File: config.mk
export PLATFORM = sky130hd
export DESIGN_NAME = latency_measure
export DESIGN_NICKNAME = d
export VERILOG_FILES = /design/src/rtl/latency_measure.sv
export SDC_FILE = /design/constraint.sdc
export NUM_CORES = 1
export LEC_CHECK = 0
export ABC_AREA = 1
export BUFFER_PORTS_ARGS = -buffer_cell sky130_fd_sc_hd__buf_2
export CAP_MARGIN = 15
export CORE_ASPECT_RATIO = 0.5
export CORE_MARGIN = 2
export CORE_UTILIZATION = 35
export DETAILED_ROUTE_END_ITERATION = 16
export PLACE_DENSITY = 0.55
export SETUP_SLACK_MARGIN = 0.2
export SKIP_LAST_GASP = 1
export SYNTH_ARGS = -nofsm -noshare
export SYNTH_HDL_FRONTEND = slang
export SYNTH_SLANG_ARGS = --single-unit
File: constraint.sdc
create_clock -name clk -period 1.4 [get_ports clk]
set_clock_uncertainty 0.15 [all_clocks]
set_input_delay 0.28 -clock clk [delete_from_list [all_inputs] [get_ports clk]]
set_output_delay 0.28 -clock clk [all_outputs]
set_load 0.01 [all_outputs]
File: src/rtl/latency_measure.sv
// Cycle-accurate latency meter: counts clocks from a rising edge on d to the next rising edge on q.
// Emits one-cycle pulses for a result, a timeout, or a second d edge during a measurement.
module latency_measure #(
  parameter int unsigned LSIZE = 10,
  parameter int unsigned TMO   = 1023
) (
  input  logic             clk,
  input  logic             rst_n,
  input  logic             enable,
  input  logic             d,
  input  logic             q,
  output logic [LSIZE-1:0] lat,
  output logic             lat_vld,
  output logic             timeout,
  output logic             overrun,
  output logic             busy
);

  typedef enum logic {StIdle, StMeas} state_e;

  localparam logic [LSIZE-1:0] TmoVal = LSIZE'(TMO);

  state_e           state_q, state_d;
  logic [LSIZE-1:0] cnt_q, cnt_d;
  logic [LSIZE-1:0] lat_q, lat_d;
  logic             vld_q, vld_d;
  logic             tmo_q, tmo_d;
  logic             ovr_q, ovr_d;
  logic             d_r_q, q_r_q;
  logic             d_rise, q_rise;

  // Inputs are synchronous to clk, so edges come straight off the current inputs.
  assign d_rise = d & ~d_r_q;
  assign q_rise = q & ~q_r_q;

  always_ff @(posedge clk or negedge rst_n) begin
    if (!rst_n) begin
      state_q <= StIdle;
      cnt_q   <= '0;
      lat_q   <= '0;
      vld_q   <= 1'b0;
      tmo_q   <= 1'b0;
      ovr_q   <= 1'b0;
      d_r_q   <= 1'b0;
      q_r_q   <= 1'b0;
    end else begin
      state_q <= state_d;
      cnt_q   <= cnt_d;
      lat_q   <= lat_d;
      vld_q   <= vld_d;
      tmo_q   <= tmo_d;
      ovr_q   <= ovr_d;
      d_r_q   <= d;
      q_r_q   <= q;
    end
  end

  always_comb begin
    state_d = state_q;
    cnt_d   = cnt_q;
    lat_d   = lat_q;
    vld_d   = 1'b0;
    tmo_d   = 1'b0;
    ovr_d   = 1'b0;
    unique case (state_q)
      StIdle: begin
        if (enable && d_rise) begin
          if (q_rise) begin
            lat_d = '0;
            vld_d = 1'b1;
          end else begin
            cnt_d   = LSIZE'(1);
            state_d = StMeas;
          end
        end
      end
      StMeas: begin
        if (!enable) begin
          state_d = StIdle;
          cnt_d   = '0;
        end else begin
          // A second d edge only flags; the count keeps running from the first edge.
          ovr_d = d_rise;
          if (q_rise) begin
            lat_d   = cnt_q;
            vld_d   = 1'b1;
            state_d = StIdle;
          end else if (cnt_q == TmoVal) begin
            tmo_d   = 1'b1;
            state_d = StIdle;
          end else begin
            cnt_d = cnt_q + LSIZE'(1);
          end
        end
      end
      default: state_d = StIdle;
    endcase
  end

  always_comb begin
    busy    = (state_q == StMeas);
    lat     = lat_q;
    lat_vld = vld_q;
    timeout = tmo_q;
    overrun = ovr_q;
  end

endmodule

# After elaboration in Yosys (flattened, before gate mapping)
# Index checks and enable logic that the tools add are counted.
# totals
ff_bits	26
latchBits	0
ramBits	0
romBits	0
inputBits	5
out_inout_bits	14
word_cells	52
mem_count	0
# classes
addsub	1
mul	0
div_mod_pow	0
magnitude_cmp	0
eq_ne	8
shifts	0
muxes	27
bitwise	5
n_reduce_logical	3
# op_table
operator	count
10-bit 2-to-1 mux	9
10-bit one-hot mux with 2 select lines	2
1-bit 2-to-1 mux	14
10-bit by 1-bit adder with 10-bit output, second input constant	1
10-bit equality test, second input constant	1
2-bit inequality test, second input constant	4
4-bit AND reduction	2
3-bit inequality test, second input constant	2
1-bit one-hot mux with 2 select lines	2
1-bit NOT	3
1-bit bitwise AND	2
2-bit by 1-bit inequality test with 1-bit output, second input constant	1
1-bit logical AND	1

# Depth between registers and ports, before layout
# Gate-level depths: netlist of run 1.
# depth
word_depth	5
depth_mapped	9
ltp_nobuf	8

# Least setup slack after synthesis of run 1
# Ideal clock, no wire load.
# synth_path
kind	register to register
from	reg cnt_q[0]
to	reg cnt_q[6]
setup_time_ns	0.117
t_arrival_ns	1.232
t_required_ns	1.133
setup_slack_ns	-0.099
stages_incl_launch_ff	9
path_buffers	1
period_less_slack_ns	1.499
cell_sequence	dfrtp_1 -> ha_1 -> nand2_1 -> nor2_4 -> nand3_2 -> nand3_4 -> buf_12 -> nand2_2 -> o21ai_2
# synth_between
elab_chain_len	5
word_cells_on_any_way	8
classes_between	add/sub: 1; eq/ne: 2; mux: 4; reduce/logical: 1
# synth_rtl
element	line	text
start: declaration	24	logic [LSIZE-1:0] cnt_q, cnt_d;
start signal: assignment	48	cnt_q <= cnt_d;
10-bit by 1-bit adder with 10-bit output	92	cnt_d = cnt_q + LSIZE'(1);
10-bit 2-to-1 mux	88	end else if (cnt_q == TmoVal) begin
10-bit 2-to-1 mux	84	if (q_rise) begin
10-bit 2-to-1 mux	78	if (!enable) begin
10-bit one-hot mux with 2 select lines	65	unique case (state_q)
# Several ways; a longest one is shown, not always the timed one. The select of a mux whose other input is x is not followed.
# A chain may end at the register's enable or synchronous reset.

# Final worst setup path of run 1
# layout_path
from	reg state_q (netlist: busy)
to	out busy
# layout_lines
element	line	text
start: declaration	23	state_e state_q, state_d;
start signal: assignment	38	state_q <= StIdle;
start signal: assignment	47	state_q <= state_d;
end: declaration	16	output logic busy
# No word-level cell between the ends.

==> results of run 1 <==
cells by family after synthesis:
| logic type | count (synthesis) | share of synthesized area, % |
|---|---|---|
| buffers and inverters | 24 | 8.420 |
| DFF | 26 | 49.20 |
| AOI/OAI and AO/OA | 30 | 13.34 |
| adders and majority gates | 1 | 0.9459 |
| and+or+nand+nor | 73 | 28.10 |
where the power goes:
part	internal [mW]	switching, mW
logic	0.168	0.184
registers	0.806	0.0260
clock network	0.383	0.256
metrics by stage:
stage / setup WS (ns) / std cells
final: -0.06671 / 265
after global routing: -0.1112 / 265
after CTS: -0.03097 / 256
after detailed placement: -0.1429 / 245
after global placement: -0.08354 / 245
after floorplan: -0.03327 / 154
cell usage after synthesis:
cell      instances  area (sq um)
nor3_1            1         5.000
nor2_4            1         11.26
buf_12            1         20.02
nand2_1          26         97.59
a21oi_1           7         35.03
buf_4             1         7.510
nand3_4           1         17.52
o21ai_0           9         45.04
inv_2             2         7.510
inv_1            18         67.56
nand3_2           2         20.02
o21ai_2           6         52.55
clkbuf_1          1         3.750
nand3_1          20         100.1
a21oi_2           1         8.760
buf_2             1         5.000
nand2_4           2         22.52
dfrtp_1          26         650.6
o21ai_1           7         35.03
nor2_1           11         41.29
nor2_2            3         18.77
nand2_2           6         37.54
ha_1              1         12.51
registers in the layout (all words and copies together), names as in the netlist:
signal   count
overrun      1
q_r_q        1
timeout      1
busy         1
lat         10
cnt_q       10
d_r_q        1
lat_vld      1
layout make-up:
class | count | area [sq um] | area share [%]
multi-input combinational | 106 | 671.9 | 33.99
sequential | 26 | 651.9 | 32.97
timing repair buffer | 58 | 440.4 | 22.28
inverter | 20 | 77.57 | 3.924
tap | 51 | 63.81 | 3.228
clock buffer | 3 | 41.29 | 2.089
clock inverter | 1 | 30.03 | 1.519
routing by layer:
| metal | vias up | wire, microns | track usage (%) |
|---|---|---|---|
| met2 | 24 | 1439 | 25.33 |
| li1 | 624 | - | - |
| met3 | 4 | 109 | 3.465 |
| met5 | - | 0 | 0 |
| met1 | 539 | 1631 | 21.16 |
| met4 | 0 | 31 | 5.455 |
critical path, stage by stage, from the launching register on:
cell and delay, ns:
dfrtp_2 0.43, buf_6 0.12, buf_6 0.10, buf_6 0.11
path summary, 6_finish.rpt:
path                               start        to  slack (ns)  cells after the start
worst max register to register  cnt_q[0]  cnt_q[6]       -0.06                      6
max in group asynchronous          rst_n      busy        0.62                      3
worst max-delay path                busy      busy       -0.07                      3
worst min-delay path                   d   overrun        0.19                      5
min in group asynchronous          rst_n  cnt_q[7]        0.32                      3
worst min register to register     d_r_q   overrun        0.36                      3
cell usage in the layout (no fill, tap or decap), types with 4 or more instances in the layout:
| cell type | netlist | final |
|---|---|---|
| buf_4 | 1 | 32 |
| a21oi_1 | 7 | 7 |
| nand2_4 | 2 | 4 |
| o21ai_0 | 9 | 7 |
| dfrtp_1 | 26 | 25 |
| o21ai_2 | 6 | 8 |
| buf_2 | 1 | 17 |
| nand2_1 | 26 | 17 |
| nand2_2 | 6 | 13 |
| nand3_2 | 2 | 6 |
| nand3_1 | 20 | 16 |
| buf_6 | 0 | 4 |
| inv_1 | 18 | 18 |
| o21ai_1 | 7 | 7 |
| nor2_1 | 11 | 10 |
| nor2_2 | 3 | 4 |
repair_timing:
action | 4_1_cts | 5_1_grt
endpoints found under the hold margin | 28 | 0
endpoints found under the setup margin | 37 | 37
hold buffers | 3 | 0
gates cloned | 1 | 1
setup buffers | 3 | 8
resized for setup | 9 | 19
pin swaps | 0 | 11
==> results.py, run 1 <==
metrics = {
    "outcome": {
        "outcome": "finished with violations",
        "violations": "negative setup slack",
    },
    "floorplanning": {
        "fp.dieW_microns": 90.93,
        "io_pins": 19,
        "die_area_sq_mm": 0.004316,
        "die_y_microns": 47.47,
        "coreArea_sq_mm": 0.003528,
        "initial_core_util_pct": 37.48,
        "row_count": 15,
    },
    "route": {
        "drtIter0Drc": 39,
        "first_pass_iters": 4,
        "drc": 0,
        "routedWlPerCell_microns": 12.12,
        "antenna_left": 0,
        "wirelength_microns": 3211,
        "vias_per_cell": 4.494,
        "vias": 1191,
    },
    "worst_setup_path": {
        "crit_arrival_ns": 1.04,
        "cp.required_ns": 0.97,
        "critPathMaxFanout": 3,
        "critPathKind": "reg2out",
        "end_kind": "primary output",
        "crit_path_start_kind": "flip-flop",
    },
    "placed_design": {
        "gp_congestion": 0.7373,
        "place_area_sq_mm": 0.001667,
        "post-dp-hpwl_microns": 2071,
        "io_buffers": 18,
    },
    "sta": {
        "hold_viol": 0,
        "worst_slew_pin_slew_ns": 0.2594,
        "period_needed_ns": 1.467,
        "whs_ns": 0.1902,
        "setup_violations": 21,
        "fin_crit_sh_pct": 104.8,
        "drv_slew": 0,
        "rsz0062_at_grt": "true",
        "max_freq_mhz": 681.8,
        "tns_ns": -0.5499,
        "slew_headroom_pct": 82.52,
        "finalWorstSetupSlack_ns": -0.06671,
    },
    "power": {
        "leakagePower_nw": 0.9477,
        "ir_drop_mv": 0.4780,
        "fin_total_pwr_mw": 1.823,
        "powerDensity_mw_per_mm2": 922.0,
    },
    "clock_tree": {
        "clk_pin_slew_worst_paths_ns": 0.09,
        "clkLatencyLatePin_ns": 0.28,
        "clock-root-buffer": "clkbuf_8",
        "cts_sinks": 26,
        "numCtsBuffers": 3,
        "cts_tree": "yes",
        "htree_levels": 1,
        "clockBufferDepth": 2,
    },
    "finish": {
        "fin_util_pct": 56.03,
        "insertedDiodeCount": 0,
        "num-nets-final": 221,
        "n_fill_cell": 351,
        "area_growth_pct": 49.48,
        "finalInstanceArea_sq_mm": 0.001977,
        "drive_gt1_share_pct": 48.60,
    },
    "synth": {
        "syn_avg_cell_area_sq_um": 8.588,
        "seq_area_frac_synth_pct": 49.20,
        "yosysWarnings": 0,
        "ys_ff_latch": 26,
        "synth_cell_types": 23,
        "netlist_area_sq_mm": 0.001323,
        "syn_nets": 160,
        "syn-instance-count": 154,
    },
    "global_route": {
        "grt_use_total_pct": 15.48,
        "grt-ovfl-total": 0,
        "antenna_found_initial": 0,
        "grt_max_degree": 27,
        "grt_pass1_vias": 1071,
        "grt_pass1_wl_microns": 5016,
    },
    "flow_run": {
        "cap_violations": 0,
    },
    "min_path": {
        "hold_path.class": "in2reg",
    },
}
Power figures use the tool's default switching activity.
==> run 2, diff against run 1 <==
Settings changed: PLACE_DENSITY 0.55 to 0.53, SETUP_SLACK_MARGIN 0.2 to 0.15.
Clock period 1.4 ns to 1.9 ns, I/O delays scaled along.
==> run 2 against run 1 <==
The run now ends clean. Hold slack worse by 0.12 ns. Critical path depth increased by 4. Cell area down 22%. Global-route usage shrank 2.0 points. Largest cell class is now sequential cells. Critical path type is now reg2reg.
==> results.py, run 2 (synthesized netlist as in run 1, its figures left out) <==
metrics = {
    "clock_tree": {
        "clock-root-buffer": "clkbuf_8",
        "numCtsBuffers": 3,
        "post_cts_buffers": 0,
        "cts_tree": "yes",
        "htree_levels": 1,
        "clkLatencyLatePin_ns": 0.27,
        "clockBufferDepth": 2,
        "clk_pin_slew_worst_paths_ns": 0.09,
        "cts_sinks": 26,
    },
    "power": {
        "powerDensity_mw_per_mm2": 797.6,
        "seq_power_share_pct": 50.2,
        "switching_share_pct": 24.30,
        "ir_drop_mv": 0.2373,
        "fin_total_pwr_mw": 1.237,
        "p_int_mw": 0.9367,
        "pwr-share-clk_pct": 37.0,
        "leakagePower_nw": 0.7039,
        "power_frac_comb_pct": 12.8,
        "switching_power_mw": 0.3007,
    },
    "finish": {
        "multi_input_area_sq_um": 560.5,
        "seq_area_sq_um": 653.1,
        "mostFrequentLayoutCells": "26 x nand2_1, 24 x dfrtp_1, 20 x nand3_1",
        "n_fill_cell": 373,
        "insertedDiodeCount": 0,
        "fin_util_pct": 43.97,
        "num-nets-final": 182,
        "area_growth_pct": 17.31,
        "fin_cells": 226,
        "drive_gt1_share_pct": 28.57,
        "final_common_cell": "nand2_1",
        "finalInstanceArea_sq_mm": 0.001551,
    },
    "global_route": {
        "grt_pass1_vias": 941,
        "grt_pass1_wl_microns": 4505,
        "grt_use_total_pct": 13.44,
        "antenna_found_initial": 0,
        "grt_max_degree": 27,
        "grt-ovfl-total": 0,
    },
    "worst_setup_path": {
        "cp.required_ns": 1.90,
        "critPathMaxFanout": 17,
        "cpMostUsedCell": "nand2_1",
        "r2r-start": "cnt_q[0]",
        "worst-r2r-setup-slack_ns": 0.27,
        "crit_arrival_ns": 1.63,
        "critPathKind": "reg2reg",
        "reg2reg_to": "cnt_q[9]",
        "worst_r2r_path_depth": 7,
        "crit_path_start_kind": "flip-flop",
        "crit_chain": "ha_1 > nand2_1 > nor2_4 > nand3_2 > nand3_4 > nand2_1 > o21ai_0",
        "critPathMaxStageDelay_ns": 0.45,
        "crit_slowest_cell": "dfrtp_2",
        "end_kind": "flip-flop",
    },
    "placed_design": {
        "io_buffers": 18,
        "gp_congestion": 0.8608,
        "place_area_sq_mm": 0.001468,
        "dp_cells": 221,
        "post-dp-hpwl_microns": 1892,
        "place_worst_setup_slack_ns": 0.2762,
    },
    "sta": {
        "slew_headroom_pct": 60.66,
        "rsz0062_at_grt": "false",
        "worst_slew_pin_slew_ns": 0.5902,
        "drv_slew": 0,
        "tns_ns": 0,
        "fin_crit_sh_pct": 85.56,
        "hold_viol": 0,
        "setup_violations": 0,
        "max_freq_mhz": 615.1,
        "whs_ns": 0.07228,
        "finalWorstSetupSlack_ns": 0.2744,
        "period_needed_ns": 1.626,
    },
    "floorplanning": {
        "die_area_sq_mm": 0.004316,
        "row_count": 15,
        "io_pins": 19,
        "fp.dieW_microns": 90.93,
        "die_y_microns": 47.47,
        "initial_core_util_pct": 37.48,
        "coreArea_sq_mm": 0.003528,
    },
    "min_path": {
        "min-delay-start": "q",
        "holdPathStages": 1,
        "min_to": "q_r_q",
        "hold_path.class": "in2reg",
    },
    "route": {
        "vias": 1015,
        "first_pass_iters": 4,
        "routedWlPerCell_microns": 11.29,
        "drtIter0Drc": 58,
        "antenna_left": 0,
        "drc": 0,
        "wirelength_microns": 2551,
        "vias_per_cell": 4.491,
    },
    "flow_run": {
        "cap_violations": 0,
    },
    "outcome": {
        "outcome": "complete, no violations",
    },
}
## run 2: changes by cell type in the layout (fill, tap and decap cells not counted), moves of 4 or more
cell,change
nand3_1,+4
nand2_1,+9
nand2_2,-7
buf_4,-31
nand3_2,-4
buf_6,-4
## run 2: area by class of cell
type | count | area share (%)
clock buffers | 3 | 2.661
clock inverters | 1 | 1.935
inverters | 20 | 4.839
multi-input cells | 104 | 36.13
flip-flops and latches | 26 | 42.10
well taps | 51 | 4.113
repair buffers | 21 | 8.226
## run 2: timing repair
| action | 4_1_cts | 5_1_grt |
|---|---|---|
| hold endpoints to repair | 26 | 0 |
| gates resized for setup | 0 | 2 |
| hold buffers | 1 | 0 |
| setup endpoints to repair | 0 | 6 |
## run 2: worst max-delay path by stage
stage               startpoint        to  slack (ns)
finish                cnt_q[0]  cnt_q[9]        0.27
floorplan             cnt_q[0]  cnt_q[6]        0.40
detailed placement    cnt_q[0]  cnt_q[4]        0.28
global route          cnt_q[0]  cnt_q[2]        0.15
CTS                   cnt_q[0]  cnt_q[4]        0.26
global placement      cnt_q[0]  cnt_q[0]        0.32
## run 2: critical path, delay by kind of cell (launching register included)
| family | cells | cell delay (ns) |
|---|---|---|
| DFF | 1 | 0.45 |
| adders and majority gates | 1 | 0.24 |
| AOI/OAI and AO/OA | 1 | 0.08 |
| and+or+nand+nor | 5 | 0.60 |
## run 2: power groups by stage
stage / combinational (mW) / clock, mW / sequential, mW
after floorplan: 0.0844 / 0 / 0.646
after global placement: 0.160 / 0 / 0.629
after detailed placement: 0.160 / 0 / 0.632
after CTS: 0.161 / 0.472 / 0.621
after global routing: 0.179 / 0.492 / 0.630
final: 0.158 / 0.458 / 0.621
## run 2: routing by layer
layer  vias up  GRT usage [%]  routed length (microns)
li1        540              -                        -
met1       455          19.72                     1467
met2        17          20.30                      988
met3         3          3.307                       84
met4         0          3.636                       10
met5         -              0                        0
